===== src/rtl/regfile_pkg.sv =====
// Shared types and sizing constants for the regfile_sb register file and scoreboard.
package regfile_pkg;

    localparam int DATA_W_DEF = 8;
    localparam int ADDR_W_DEF = 3;
    localparam int CNT_W_DEF  = ADDR_W_DEF + 1;

    typedef logic [DATA_W_DEF-1:0] reg_word_t;

    // A busy count must hold DEPTH itself, hence one bit more than the address.
    function automatic int cnt_width(input int addr_w);
        return addr_w + 1;
    endfunction

endpackage


===== src/rtl/regfile_sb_if.sv =====
// Decode/write-back bus of the register file: write port, two read ports, issue port and scoreboard view.
interface regfile_sb_if import regfile_pkg::*; #(
    parameter int DATA_W = DATA_W_DEF,
    parameter int ADDR_W = ADDR_W_DEF
) ();
    localparam int DEPTH = 2**ADDR_W;
    localparam int CNT_W = cnt_width(ADDR_W);

    logic              we;
    logic [ADDR_W-1:0] wa;
    logic [DATA_W-1:0] wd;
    logic [ADDR_W-1:0] ra1;
    logic [ADDR_W-1:0] ra2;
    logic [DATA_W-1:0] rd1;
    logic [DATA_W-1:0] rd2;
    logic              rd1_busy;
    logic              rd2_busy;
    logic              iss_en;
    logic [ADDR_W-1:0] iss_addr;
    logic              iss_ready;
    logic              iss_err;
    logic [DEPTH-1:0]  busy;
    logic [CNT_W-1:0]  busy_cnt;

    modport master (
        output we, wa, wd, ra1, ra2, iss_en, iss_addr,
        input  rd1, rd2, rd1_busy, rd2_busy, iss_ready, iss_err, busy, busy_cnt
    );

    modport slave (
        input  we, wa, wd, ra1, ra2, iss_en, iss_addr,
        output rd1, rd2, rd1_busy, rd2_busy, iss_ready, iss_err, busy, busy_cnt
    );

endinterface


===== src/rtl/regfile_rd_port.sv =====
// One combinational read port: storage mux, same-cycle write bypass and busy lookup.
// With ZERO_REG_EN defined, address 0 always reads as zero and never reports busy.
module regfile_rd_port #(
    parameter int DATA_W = 8,
    parameter int ADDR_W = 3
) (
    input  logic [2**ADDR_W-1:0][DATA_W-1:0] regs_i,
    input  logic [2**ADDR_W-1:0]             busy_i,
    input  logic                             we_i,
    input  logic [ADDR_W-1:0]                wa_i,
    input  logic [DATA_W-1:0]                wd_i,
    input  logic [ADDR_W-1:0]                ra_i,
    output logic [DATA_W-1:0]                rd_o,
    output logic                             rd_busy_o
);

    always_comb begin
        rd_o      = regs_i[ra_i];
        rd_busy_o = busy_i[ra_i];
        // A write-back landing this cycle both supplies the data and resolves the hazard.
        if (we_i && (wa_i == ra_i)) begin
            rd_o      = wd_i;
            rd_busy_o = 1'b0;
        end
`ifdef ZERO_REG_EN
        if (ra_i == '0) begin
            rd_o      = '0;
            rd_busy_o = 1'b0;
        end
`endif
    end

endmodule


===== src/rtl/regfile_sb.sv =====
// Register file with per-register write-back scoreboard for RAW/WAW hazard detection.
// Define ZERO_REG_EN to hardwire register 0 to zero (MIPS $zero).
module regfile_sb import regfile_pkg::*; #(
    parameter int                DATA_W    = DATA_W_DEF,
    parameter int                ADDR_W    = ADDR_W_DEF,
    parameter logic [DATA_W-1:0] RESET_VAL = '0
) (
    input  logic          clk,
    input  logic          rst_n,
    regfile_sb_if.slave   bus
);

    localparam int DEPTH = 2**ADDR_W;
    localparam int CNT_W = cnt_width(ADDR_W);

    logic [DEPTH-1:0][DATA_W-1:0] regs_q;
    logic [DEPTH-1:0]             busy_q, busy_d;
    logic [CNT_W-1:0]             cnt_q, cnt_d;
    logic                         err_q, err_d;

    logic we_eff;
    logic iss_ready;
    logic iss_set;
    logic cnt_inc;
    logic cnt_dec;

    always_comb begin
        we_eff    = bus.we;
        iss_ready = ~busy_q[bus.iss_addr] | (bus.we && (bus.wa == bus.iss_addr));
        iss_set   = bus.iss_en & iss_ready;
`ifdef ZERO_REG_EN
        if (bus.wa == '0) begin
            we_eff = 1'b0;
        end
        if (bus.iss_addr == '0) begin
            iss_ready = 1'b1;
            iss_set   = 1'b0;
        end
`endif
        // Count moves only when a bit actually flips, so it tracks popcount through collisions.
        cnt_inc = iss_set & ~busy_q[bus.iss_addr];
        cnt_dec = we_eff & busy_q[bus.wa] & ~(iss_set && (bus.iss_addr == bus.wa));

        busy_d = busy_q;
        if (we_eff) begin
            busy_d[bus.wa] = 1'b0;
        end
        if (iss_set) begin
            busy_d[bus.iss_addr] = 1'b1;
        end

        cnt_d = cnt_q + CNT_W'(cnt_inc) - CNT_W'(cnt_dec);
        err_d = err_q | (bus.iss_en & ~iss_ready);
    end

    always_ff @(posedge clk) begin
        if (!rst_n) begin
            regs_q <= {DEPTH{RESET_VAL}};
            busy_q <= '0;
            cnt_q  <= '0;
            err_q  <= 1'b0;
        end else begin
            if (we_eff) begin
                regs_q[bus.wa] <= bus.wd;
            end
            busy_q <= busy_d;
            cnt_q  <= cnt_d;
            err_q  <= err_d;
        end
    end

    regfile_rd_port #(.DATA_W(DATA_W), .ADDR_W(ADDR_W)) u_rd1 (
        .regs_i    (regs_q),
        .busy_i    (busy_q),
        .we_i      (bus.we),
        .wa_i      (bus.wa),
        .wd_i      (bus.wd),
        .ra_i      (bus.ra1),
        .rd_o      (bus.rd1),
        .rd_busy_o (bus.rd1_busy)
    );

    regfile_rd_port #(.DATA_W(DATA_W), .ADDR_W(ADDR_W)) u_rd2 (
        .regs_i    (regs_q),
        .busy_i    (busy_q),
        .we_i      (bus.we),
        .wa_i      (bus.wa),
        .wd_i      (bus.wd),
        .ra_i      (bus.ra2),
        .rd_o      (bus.rd2),
        .rd_busy_o (bus.rd2_busy)
    );

    assign bus.iss_ready = iss_ready;
    assign bus.iss_err   = err_q;
    assign bus.busy      = busy_q;
    assign bus.busy_cnt  = cnt_q;

endmodule


===== src/flat_wrapper.sv =====
// flat-port wrapper written by rule: the top's interface ports become plain ports
module regfile_sb_flat import regfile_pkg::*;
#(
    parameter int                DATA_W    = DATA_W_DEF,
    parameter int                ADDR_W    = ADDR_W_DEF,
    parameter logic [DATA_W-1:0] RESET_VAL = '0
)
  (clk, rst_n, bus_we, bus_wa, bus_wd, bus_ra1, bus_ra2, bus_iss_en, bus_iss_addr, bus_rd1, bus_rd2, bus_rd1_busy, bus_rd2_busy, bus_iss_ready, bus_iss_err, bus_busy, bus_busy_cnt);
  regfile_sb_if #(.DATA_W(DATA_W), .ADDR_W(ADDR_W)) bus_i ();
  input  logic clk;
  input  logic rst_n;
  input wire logic [$bits(bus_i.we)-1:0] bus_we;
  input wire logic [$bits(bus_i.wa)-1:0] bus_wa;
  input wire logic [$bits(bus_i.wd)-1:0] bus_wd;
  input wire logic [$bits(bus_i.ra1)-1:0] bus_ra1;
  input wire logic [$bits(bus_i.ra2)-1:0] bus_ra2;
  input wire logic [$bits(bus_i.iss_en)-1:0] bus_iss_en;
  input wire logic [$bits(bus_i.iss_addr)-1:0] bus_iss_addr;
  output wire logic [$bits(bus_i.rd1)-1:0] bus_rd1;
  output wire logic [$bits(bus_i.rd2)-1:0] bus_rd2;
  output wire logic [$bits(bus_i.rd1_busy)-1:0] bus_rd1_busy;
  output wire logic [$bits(bus_i.rd2_busy)-1:0] bus_rd2_busy;
  output wire logic [$bits(bus_i.iss_ready)-1:0] bus_iss_ready;
  output wire logic [$bits(bus_i.iss_err)-1:0] bus_iss_err;
  output wire logic [$bits(bus_i.busy)-1:0] bus_busy;
  output wire logic [$bits(bus_i.busy_cnt)-1:0] bus_busy_cnt;
  assign bus_i.we = bus_we;
  assign bus_i.wa = bus_wa;
  assign bus_i.wd = bus_wd;
  assign bus_i.ra1 = bus_ra1;
  assign bus_i.ra2 = bus_ra2;
  assign bus_i.iss_en = bus_iss_en;
  assign bus_i.iss_addr = bus_iss_addr;
  assign bus_rd1 = bus_i.rd1;
  assign bus_rd2 = bus_i.rd2;
  assign bus_rd1_busy = bus_i.rd1_busy;
  assign bus_rd2_busy = bus_i.rd2_busy;
  assign bus_iss_ready = bus_i.iss_ready;
  assign bus_iss_err = bus_i.iss_err;
  assign bus_busy = bus_i.busy;
  assign bus_busy_cnt = bus_i.busy_cnt;
  regfile_sb #(.DATA_W(DATA_W), .ADDR_W(ADDR_W), .RESET_VAL(RESET_VAL)) u_core (.clk(clk), .rst_n(rst_n), .bus(bus_i));
endmodule

===== config.mk =====
export PLATFORM = sky130hd
export DESIGN_NAME = regfile_sb_flat
export DESIGN_NICKNAME = d
export VERILOG_FILES = /design/src/rtl/regfile_pkg.sv /design/src/rtl/regfile_sb_if.sv /design/src/rtl/regfile_rd_port.sv /design/src/rtl/regfile_sb.sv /design/src/flat_wrapper.sv
export SDC_FILE = /design/constraint.sdc
export NUM_CORES = 1
export LEC_CHECK = 0
export BUFFER_PORTS_ARGS = -buffer_cell sky130_fd_sc_hd__clkbuf_2
export CAP_MARGIN = 0
export CORE_AREA = 2 2 99 91
export CTS_BUF_LIST = sky130_fd_sc_hd__clkbuf_2
export DETAILED_ROUTE_END_ITERATION = 8
export DIE_AREA = 0 0 101 93
export GPL_TIMING_DRIVEN = 1
export PLACE_DENSITY = 0.72
export SYNTH_ARGS = -nofsm -noshare
export SYNTH_HDL_FRONTEND = slang
export SYNTH_SLANG_ARGS = --single-unit

===== constraint.sdc =====
create_clock -name clk -period 3.5 [get_ports clk]
set_input_delay 0.7 -clock clk [delete_from_list [all_inputs] [get_ports clk]]
set_output_delay 0.7 -clock clk [all_outputs]
set_load 0.02 [all_outputs]

# Word-level counts from Yosys, hierarchy flattened
# Cells that the tools add are included.
# totals
elab_cells,67
register_bits,77
in_bits,24
# op_classes
order_cmp,6
n_eq_ne,4
n_reduce_logical,6
bitwise,13
n_addsub,2
mux,25
# op_table
operator,count
64-bit bitwise mux,1
8-bit two-way mux,7
8-bit binary-select mux with 3-bit select,2
8-bit demux with 3-bit select,1
"3-bit by 4-bit < comparator with 1-bit output, second input constant",4
1-bit binary-select mux with 3-bit select,4
3-bit == test,4
8-bit bitwise AND,1
1-bit two-way mux,8
8-bit inverter,1
8-bit bitwise OR,1
1-bit demux with 3-bit select,2
"3-bit by 1-bit >= comparator with 1-bit output, second input constant",2
1-bit logical AND,6
1-bit bitwise AND,5
4-bit by 1-bit adder with 4-bit output,1
4-bit by 1-bit subtractor with 4-bit output,1
1-bit inverter,3
1-bit bitwise OR,2

# Depth between registers and ports, before layout
# Gate-level depths: netlist of the first run.
# depth
depth_word,9
depth_mapped,12

# Modules after synthesis
# From an unflattened synthesis of the first run, not the netlist that was laid out.
# hier_totals
cells_unflattened,487
hier_area_um2,4895.9
# by_module_without_submodules
module,instances,area_each_um2,cells_per_inst
regfile_sb,1,3374.5,397
regfile_rd_port,2,760.7,45

# Worst setup path after synthesis of the first run
# Ideal clock, no wire load.
# synth_timing
kind,input to register
startpoint,in bus_wa[2]
endpoint,"reg u_core.cnt_q[2], in the netlist u_core.bus.busy_cnt[2]"
path_stages,12
path_slack_ns,0.601
setup_time_ns,0.115
arrival_ns,2.784
path_cell_list,buf_2 clkbuf_1 mux4_2 mux2i_1 a211oi_1 ha_1 inv_1 ha_1 inv_1 fa_1 xnor2_1 and2_1
# synth_between
elab_chain_cells,8
# synth_rtl
item,line,rtl
"start, declared",flat_wrapper.sv:13,input wire logic [$bits(bus_i.wa)-1:0] bus_wa;
branches (longest 7 deep; another with 4-bit by 1-bit adder with 4-bit output),-,
4-bit by 1-bit subtractor with 4-bit output *,regfile_sb.sv:52,cnt_d = cnt_q + CNT_W'(cnt_inc) - CNT_W'(cnt_dec);
"end signal, assigned",regfile_sb.sv:67,cnt_q <= cnt_d;
"end, declared",regfile_sb.sv:18,"logic [CNT_W-1:0] cnt_q, cnt_d;"
# Every way passes the cells marked *. The select of a mux whose other input is x is not followed.
# A chain may end at the register's enable or synchronous reset.

# Worst setup path in the final report of the first run
# layout_timing
startpoint,in bus_ra1[1]
endpoint,out bus_rd1[2]
# layout_between
elab_chain_cells,3
# layout_rtl
item,line,rtl
"start, declared",flat_wrapper.sv:15,input wire logic [$bits(bus_i.ra1)-1:0] bus_ra1;
8-bit binary-select mux with 3-bit select or 3-bit == test (tied branches),"regfile_rd_port.sv:18, regfile_rd_port.sv:21",
8-bit two-way mux (not written as such) or 1-bit logical AND (tied branches),"regfile_rd_port.sv:18, regfile_rd_port.sv:21",
8-bit two-way mux *,regfile_rd_port.sv:21,if (we_i && (wa_i == ra_i)) begin
"end, declared",flat_wrapper.sv:19,output wire logic [$bits(bus_i.rd1)-1:0] bus_rd1;
# Every way passes the cells marked *; elsewhere a longest branch is shown, timed or not. The select of a mux whose other input is x is not followed.

==> results.cfg, run 1 <==
[synth]
synth_area_mm2 = 0.00452
syn-mean-instance-area_um2 = 9.03
netlist.area_leader.share = 0.341
yosysWarnings = 0
synth_top_area_cell = dfxtp_1
seq_area_frac_synth = 0.341
synth-seq-cells = 77
synthTopCellsByArea = dfxtp_1 34%, mux4_2 19%, nand2_1 11%, a21boi_0 11%, mux2i_1 4.2%
synth_cells = 500
synthDistinctLibCells = 34
synth-main-ff-cell = dfxtp_1
synth_edf_count = 0
synthArstFlopShare = 0
synth_nets = 529

[cts]
postCtsSetupRepairBufs = 0
cts-root-buf = clkbuf_2
post_cts_resized = 0
clk_pin_slew_ns = 0.23
cts.sinks = 77
holdBufCountCts = 0
numCtsBuffers = 9
h-tree-depth = 3
cts_tree = built
clk_latency_ns = 0.55
cts_buffer_depth = 2

[setup_path]
crit_type = input port to output port
required_ns = 2.80
worstRegToRegCells = 10
crit_start = bus_ra1[1]
start_kind = input port
cp-end-kind = output port
regToRegStartpoint = u_core.bus.busy[3]
slowest_stage = nand4_1
crit_path_max_fanout = 13
crit_top_cell = clkbuf_2
cpPeakStageDelay_ns = 0.41
arrival_ns = 2.29
crit_chain = clkbuf_2 -> xnor2_1 -> nand4_1 -> buf_4 -> a21oi_1 -> clkbuf_2

[die]
fp.coreArea_mm2 = 0.00841
start_util = 0.537
io_pins = 56
die_area_mm2 = 0.00939
die_w_um = 101
die_h_um = 93
num_rows = 32

[timing]
fmax_mhz = 335
layout_min_cycle_time_ns = 2.99
max_slew_margin = 0.553
setup_viol = 0
finalClockSkew_ns = 0.00415
hold_viol_final = 0
setup_tns_ns = 0
rsz0062_at_grt = no
slew_viol_final = 0
final.period_utilization = 0.853
worstMarginPinSlew_ns = 0.669

[routing]
routed_wl_um = 12400
post_drt_wl_per_cell_um = 19.1
drt_pass1_iterations = 5
post_drt_via_cell_ratio = 6.02
route.detailed.drc = 0
drtIter0Drc = 326
vias = 3922
drtAntennaViolNets = 0

[job]
drv_cap = 0

[final_layout]
seq_area_mm2 = 0.00154
area_growth_pct = 10.8
multi_input_area_mm2 = 0.00276
layout.cells.non_filler = 651
drive_gt1_frac = 0.233
num_antenna_cells = 0
fin_nets = 573
fillCellCount = 773

[place]
gp_congestion = 0.917
port_buffers = 55
dpl.cell_count = 635
dp_hpwl_um = 8960

[grt]
grt_pass1_vias = 3852
grt_pass1_wl_um = 20100
antenna_found_initial = 0
overflow = 0
grt_max_degree = 51
grt_use_total = 0.282

[outcome]
status = finished, final reports clean

[power_and_ir_drop]
power.density_mw_per_mm2 = 370
vdd_drop_max_uv = 210
p_leak_nw = 1.90

[min_path]
hold_class = input port to register
hp-start = bus_iss_en
whs_path_depth = 3
==> where the power goes <==
part | leakage [nW] | total [mW] | internal, mW | switching (mW)
sequential | 0.624 | 0.940 | 0.911 | 0.0292
combinational | 1.19 | 0.366 | 0.156 | 0.210
clock | 0.0785 | 0.546 | 0.184 | 0.361
==> state kept, by name, indices dropped and copies added (netlist names) <==
| signal | flops |
|---|---|
| u_core.bus.busy | 8 |
| u_core.bus.busy_cnt | 4 |
| u_core.bus.iss_err | 1 |
| u_core.regs_q | 64 |
==> kinds of logic after synthesis <==
group / Yosys count / synth area share
buf+inv: 48 / 0.0474
mux: 61 / 0.242
flops: 77 / 0.341
compound gates: 98 / 0.148
fa+ha+maj: 5 / 0.0155
xor+xnor: 12 / 0.0233
simple gates: 199 / 0.182
==> cells in the final DEF (no fill, tap or decap), types with 6 or more instances in the layout <==
master / netlist / layout
mux4_2: 38 / 38
a21boi_0: 64 / 64
mux2i_1: 19 / 19
nand2_1: 135 / 135
nor2b_1: 6 / 6
dfxtp_1: 77 / 77
o21ai_0: 8 / 8
clkbuf_2: 2 / 64
a21oi_1: 19 / 19
buf_4: 4 / 14
nand3_1: 14 / 14
nor2_1: 27 / 27
inv_1: 11 / 11
xnor2_1: 9 / 9
==> layout make-up <==
cell class	count	share of cell area
well taps	102	0.0255
clock buffers	9	0.00900
flip-flops and latches	77	0.308
clock inverters	7	0.0177
multi-input cells	375	0.552
repair buffers	70	0.0800
inverters	11	0.00825
==> stage by stage <==
| step | utilization | hold WS (ns) | instance area [µm²] | total power, mW | setup WS (ns) |
|---|---|---|---|---|---|
| 5_1_grt | 0.595 | 0.431 | 5010 | 1.94 | 0.345 |
| 3_5_place_dp | 0.579 | 0.464 | 4870 | 1.32 | 0.470 |
| 2_1_floorplan | - | 0.450 | 4520 | 1.22 | 0.601 |
| 3_3_place_gp | 0.579 | 0.447 | 4870 | 1.31 | 0.521 |
| 4_1_cts | 0.595 | 0.439 | 5010 | 1.86 | 0.543 |
| 6_report | 0.595 | 0.478 | 5010 | 1.85 | 0.514 |
==> routing by layer <==
metal  share of wire  wire (µm)  vias up  global-route usage
met4           0.021        265        0              0.0991
li1                -          -     1839                   -
met3           0.080        993       23              0.0770
met5               0          0        -                   0
met1            0.44       5420     1904               0.387
met2            0.46       5740      156               0.433
==> final timing paths <==
kind | endpoint | slack (ns)
min | u_core.bus.busy[0] | 0.48
max reg2reg | u_core.bus.busy_cnt[2] | 1.12
min reg2reg | u_core.regs_q[7] | 0.50
max | bus_rd1[2] | 0.51
==> worst max-delay path, delay by kind of cell <==
family | cells | cell delay (ns)
compound gates | 1 | 0.13
xor+xnor | 1 | 0.17
buf+inv | 3 | 0.86
simple gates | 1 | 0.41
==> synthesized netlist by cell type (2+ instances only) <==
library cell,number
o21ai_0,8
clkbuf_2,2
a211oi_1,2
nand3_1,14
a22oi_1,2
a21oi_1,19
nor3_1,3
nor2_1,27
buf_4,4
mux2_2,3
clkbuf_1,22
dfxtp_1,77
nor2b_1,6
inv_1,11
ha_1,4
xor2_1,3
buf_2,7
nand2b_1,4
and2_1,4
xnor2_1,9
nand2_1,135
mux2i_1,19
mux4_2,38
nand4_1,4
a21boi_0,64
Power figures use the tool's default switching activity.
==> inputs of run 2 (changes only) <==
- RECOVER_POWER: unset -> 100
- clock period: 3.5 -> 3.3 ns (I/O delays scaled with it)
==> run 2 against run 1 <==
  * The run now ends with max-capacitance violations, max-slew violations left
  * Via count grew 0.64%
  * Flip-flop and latch count unchanged
  * First-iteration DRC count grew 24%
  * Clock power grew 12%
  * Count of clock-buffer cells in the layout unchanged
  * Clock skew rose by 0.015 ns
  * Final area is 0.85% lower
  * Critical path depth down 1
  * Register-to-register slack worse by 0.21 ns
  * Largest cell class unchanged
==> results.cfg, run 2 (same netlist as run 1, synthesis figures left out) <==
[setup_path]
crit_top_cell = clkbuf_1
crit_path_max_fanout = 12
start_kind = input port
slowest_stage = nor4_1
cp-end-kind = output port
crit_type = input port to output port
path_buf_inv = 2
required_ns = 2.64
arrival_ns = 2.22
cpPeakStageDelay_ns = 0.52
path_delay_family = simple AND/OR/NAND/NOR gates
crit_chain = clkbuf_1 -> xor2_1 -> nor4_1 -> nand2b_1 -> clkbuf_1

[timing]
setup_viol = 0
max_slew_margin = -0.0667
rsz0062_at_grt = no
hold_viol_final = 0
slew_viol_final = 46
final.period_utilization = 0.873
layout_min_cycle_time_ns = 2.88
fin_ws_ns = 0.420
worstMarginPinSlew_ns = 1.60
finalClockSkew_ns = 0.0195
fmax_mhz = 347
setup_tns_ns = 0

[final_layout]
fin_nets = 571
regMostFlops = u_core.regs_q
fillCellCount = 750
multi_input_area_mm2 = 0.00276
num_antenna_cells = 0
area_growth_pct = 9.89
mostFrequentLayoutCell = nand2_1
drive_gt1_frac = 0.165
largest_reg_flops = 64
final_cell_mix = 135 x nand2_1, 77 x dfxtp_1, 64 x a21boi_0
seq_area_mm2 = 0.00154

[power_and_ir_drop]
power.internal_mw = 1.38
pwr-share-seq = 0.500
p_leak_nw = 1.77
combPwrFrac = 0.192
vdd_drop_max_uv = 222
sw_frac_of_total = 0.308
power.density_mw_per_mm2 = 401
netSwitchingPower_mw = 0.614
p_clk_frac = 0.308

[min_path]
hold_class = input port to register

[grt]
grt_pass1_vias = 3870
grt_use_total = 0.279
grt_max_degree = 46
antenna_found_initial = 0
grt_pass1_wl_um = 19900
overflow = 0

[cts]
cts-root-buf = clkbuf_2
clk_latency_ns = 0.54
post_cts_resized = 0
holdBufCountCts = 0
cts_buffer_depth = 2
postCtsSetupRepairBufs = 0
cts.sinks = 77
numCtsBuffers = 9
clk_pin_slew_ns = 0.26
h-tree-depth = 3
cts_tree = built

[routing]
drt_pass1_iterations = 5
drtIter0Drc = 403
routed_wl_um = 12200
vias = 3947
post_drt_via_cell_ratio = 6.08
drtAntennaViolNets = 0
route.detailed.drc = 0
post_drt_wl_per_cell_um = 18.8

[die]
die_w_um = 101
fp.coreArea_mm2 = 0.00841
die_h_um = 93
num_rows = 32
die_area_mm2 = 0.00939
io_pins = 56
start_util = 0.537

[place]
dp_slack_ns = 0.319
port_buffers = 55
dp_hpwl_um = 8330
gp_congestion = 0.955

[outcome]
status = complete, but fails checks
violations = max-capacitance violations, max-slew violations

[job]
drv_cap = 1
run 2: changes by cell type in the layout (fill, tap and decap cells not counted):
cell,delta
and2_0,+3
and2_1,-3
buf_12,+1
buf_4,-5
bufinv_16,+1
clkbuf_1,+35
clkbuf_2,-33
clkinv_1,+1
clkinv_4,+1
inv_8,-3
run 2: worst reg2reg max path, cell delays in order (launching register included):
cell and delay [ns]:
dfxtp_1 0.52, mux4_2 0.29, mux2i_1 0.06, a211oi_1 0.25
ha_1 0.27, inv_1 0.06, ha_1 0.15, inv_1 0.05
fa_1 0.38, xnor2_1 0.13, and2_0 0.14
run 2: area by class of cell:
| type | instances | area share |
|---|---|---|
| tap | 102 | 0.0257 |
| multi-input combinational | 375 | 0.556 |
| inverter | 11 | 0.00832 |
| sequential | 77 | 0.311 |
| clock inverter | 7 | 0.0197 |
| clock buffer | 9 | 0.00907 |
| timing repair buffer | 68 | 0.0703 |
run 2: layer usage:
metal  wire length [µm]  GRT usage  share of wire
met1               5200      0.388           0.43
met2               5720      0.434           0.47
met3               1110     0.0688          0.091
met4                177     0.0845          0.015
met5                  0          0              0
run 2: worst paths after layout:
check                startpoint                endpoint  slack (ns)  depth (start not counted)
max reg2reg  u_core.bus.busy[3]  u_core.bus.busy_cnt[2]        0.91                         10
min                   bus_wd[7]       u_core.regs_q[15]        0.43                          3
max                   bus_wa[1]           bus_iss_ready        0.42                          5
min reg2reg   u_core.regs_q[14]       u_core.regs_q[14]        0.50                          2
run 2: power by group through the flow:
stage                     Combinational, mW  Sequential, mW  Clock, mW
after global placement                0.381            1.01          0
final                                 0.382           0.994      0.613
after detailed placement              0.390            1.01          0
after CTS                             0.390           0.994      0.619
after floorplan                       0.265            1.03          0
after global routing                  0.422            1.00      0.654
run 2: through the flow:
stage | hold slack [ns] | power (mW) | std cells | util | area (µm²)
2_1_floorplan | 0.450 | 1.29 | 500 | - | 4520
3_3_place_gp | 0.447 | 1.39 | 633 | 0.579 | 4870
3_5_place_dp | 0.459 | 1.40 | 633 | 0.579 | 4870
4_1_cts | 0.405 | 2.00 | 649 | 0.596 | 5010
5_1_grt | 0.412 | 2.07 | 649 | 0.590 | 4960
6_report | 0.427 | 1.99 | 649 | 0.590 | 4960
==> inputs of run 3 (changes only) <==
--- a/config.mk
+++ b/config.mk
@@ -9,8 +9,7 @@
 export CAP_MARGIN = 0
-export CORE_AREA = 2 2 99 91
+export CORE_AREA = 2 2 103 95
 export CTS_BUF_LIST = sky130_fd_sc_hd__clkbuf_2
 export DETAILED_ROUTE_END_ITERATION = 8
-export DIE_AREA = 0 0 101 93
-export GPL_TIMING_DRIVEN = 1
-export PLACE_DENSITY = 0.72
+export DIE_AREA = 0 0 105 97
+export PLACE_DENSITY = 0.71
 export RECOVER_POWER = 100
@@ -18,2 +17,3 @@
 export SYNTH_HDL_FRONTEND = slang
+export SYNTH_HIERARCHICAL = 1
 export SYNTH_SLANG_ARGS = --single-unit
--- a/constraint.sdc
+++ b/constraint.sdc
@@ -3,2 +3,2 @@
 set_output_delay 0.66 -clock clk [all_outputs]
-set_load 0.02 [all_outputs]
+set_load 0.1 [all_outputs]
==> run 3 against run 2 <==
  * The run now ends clean
  * Sequential share of layout area down 2.2 points
  * Critical path depth up 1
  * Clock power fell by 7.3%
  * Area after synthesis rose by 8.4%
  * Clock skew down 0.012 ns
  * Final area up 7.7%
  * Combinational power increased by 46%
  * Critical path type unchanged
  * Largest cell class unchanged
==> results.cfg, run 3 <==
[outcome]
status = finished, final reports clean

[final_layout]
area_growth_pct = 9.20
final_cell_mix = 136 x nand2_1, 77 x dfxtp_1, 63 x a21boi_0
fin_nets = 554
mostFrequentLayoutCell = nand2_1
drive_gt1_frac = 0.236
final_core_util = 0.594
largest_reg_flops = 64
layout.cells.non_filler = 652
regMostFlops = u_core/regs_q
num_antenna_cells = 0

[routing]
post_drt_via_cell_ratio = 5.97
vias = 3894
route.detailed.drc = 0
drt_pass1_iterations = 5
routed_wl_um = 12800
post_drt_wl_per_cell_um = 19.6
drtAntennaViolNets = 0
drtIter0Drc = 266

[setup_path]
arrival_ns = 2.47
crit_chain = clkbuf_2 -> buf_12 -> mux4_2 -> mux2_2 -> mux2_4 -> clkbuf_4
crit_path_max_fanout = 11
crit_cells = 6
r2r_setup_slack_ns = 0.70
path_delay_family = multiplexers
cpPeakStageDelay_ns = 0.48
required_ns = 2.64
start_kind = input port
path_buf_inv = 3
cp-end-kind = output port
crit_type = input port to output port
worstRegToRegCells = 10
slowest_stage = mux4_2

[synth]
synth-main-ff-cell = dfxtp_1
yosysWarnings = 6
synthTopCellsByArea = dfxtp_1 31%, mux4_1 12%, nand2_1 10%, mux4_2 7.4%, a21boi_0 5.5%
synth_cells = 487
synth.most_common_cell = nand2_1
synth_area_mm2 = 0.00490
synthDistinctLibCells = 48
synth-seq-cells = 77
synthArstFlopShare = 0
synth_top_area_cell = dfxtp_1
synth_nets = 516
synth_edf_count = 0
yosys-top-cells-count = 136 x nand2_1, 77 x dfxtp_1, 36 x a21boi_0
netlist.area_leader.share = 0.315
syn-mean-instance-area_um2 = 10.1
seq_area_frac_synth = 0.315

[grt]
use_met1 = 0.351
grt_pass1_wl_um = 20400
grt_use_total = 0.255
grt_max_degree = 78
grt_pass1_vias = 3877
antenna_found_initial = 0
met2_usage = 0.408
overflow = 0
busiest_layer = met2
grt.met3_usage = 0.0364

[cts]
clk_pin_slew_ns = 0.24
clk_latency_ns = 0.52
h-tree-depth = 3
cts.sinks = 77
post_cts_resized = 0
cts_buffer_depth = 2
postCtsSetupRepairBufs = 0
cts-root-buf = clkbuf_2
cts_tree = built
numCtsBuffers = 9
holdBufCountCts = 0

[timing]
slew_viol_final = 0
setup_viol = 0
fmax_mhz = 319
final.period_utilization = 0.949
layout_min_cycle_time_ns = 3.13
rsz0062_at_grt = no
hold_viol_final = 0
worstMarginPinSlew_ns = 1.17
max_slew_margin = 0.222
setup_tns_ns = 0
finalClockSkew_ns = 0.00724

[die]
io_pins = 56
fp.coreArea_mm2 = 0.00900
num_rows = 33
start_util = 0.544
die_h_um = 97
die_w_um = 105
die_area_mm2 = 0.0102

[min_path]
hold_class = input port to register
whs_path_depth = 3

[place]
gp_congestion = 0.851
port_buffers = 55
dp_hpwl_um = 9140
dpl.cell_count = 636

[power_and_ir_drop]
p_leak_nw = 2.07
vdd_drop_max_uv = 169
p_total_mw = 2.12
power.density_mw_per_mm2 = 397

[job]
drv_cap = 0
## run 3: kinds of logic (layout without fill, tap and decap cells)
group                      count (synthesis)  after routing  synth area share
adders and majority gates                  5              5            0.0143
muxes                                     75             75             0.289
DFF                                       77             77             0.315
buffers and inverters                     46             89            0.0529
xor gates and xnor gates                  12             12            0.0215
AOI/OAI and AO/OA                         79             79             0.131
and+or+nand+nor                          193            193             0.177
## run 3: stage by stage
step                setup WS [ns]  area (µm²)  hold slack (ns)
global placement            0.270        5470            0.446
finish                      0.167        5350            0.452
CTS                         0.242        5590            0.422
floorplan                   0.330        4900            0.438
detailed placement          0.235        5470            0.458
global route                0.109        5350            0.460
## run 3: report_power, final
part / total (mW) / internal [mW] / switching [mW]
logic: 0.558 / 0.176 / 0.382
registers: 0.995 / 0.965 / 0.0300
clock network: 0.568 / 0.186 / 0.381
total: 2.12 / 1.33 / 0.793
## run 3: worst paths after layout
kind	start	to
setup reg to reg	u_core/bus.busy[1]	u_core/bus.busy_cnt[2]
setup / recovery	bus_ra1[0]	bus_rd1[6]
hold / removal	bus_iss_addr[1]	u_core/bus.busy[7]
hold reg to reg	u_core/regs_q[30]	u_core/regs_q[30]
## run 3: worst reg2reg max path, stage by stage, from the launching register on
cell and delay, ns:
dfxtp_1 0.43, mux2_1 0.32, a32oi_1 0.31, nand4_1 0.23, ha_1 0.33, inv_1 0.07, ha_1 0.16, inv_1 0.05
fa_1 0.38, xnor2_1 0.13, and2_1 0.14
## run 3: cell type report
type | instances | area [µm²]
clock inverter | 7 | 81.3
fill | 805 | 3650
multi-input combinational | 364 | 3050
sequential | 77 | 1540
inverter | 8 | 30.0
clock buffer | 9 | 45.0
timing repair buffer | 65 | 445
tap | 122 | 153
## run 3: routing by layer
layer	vias to the layer above	wire length, µm
met5	-	0
met4	0	327
met3	27	737
met2	132	6060
met1	1913	5670
li1	1822	-
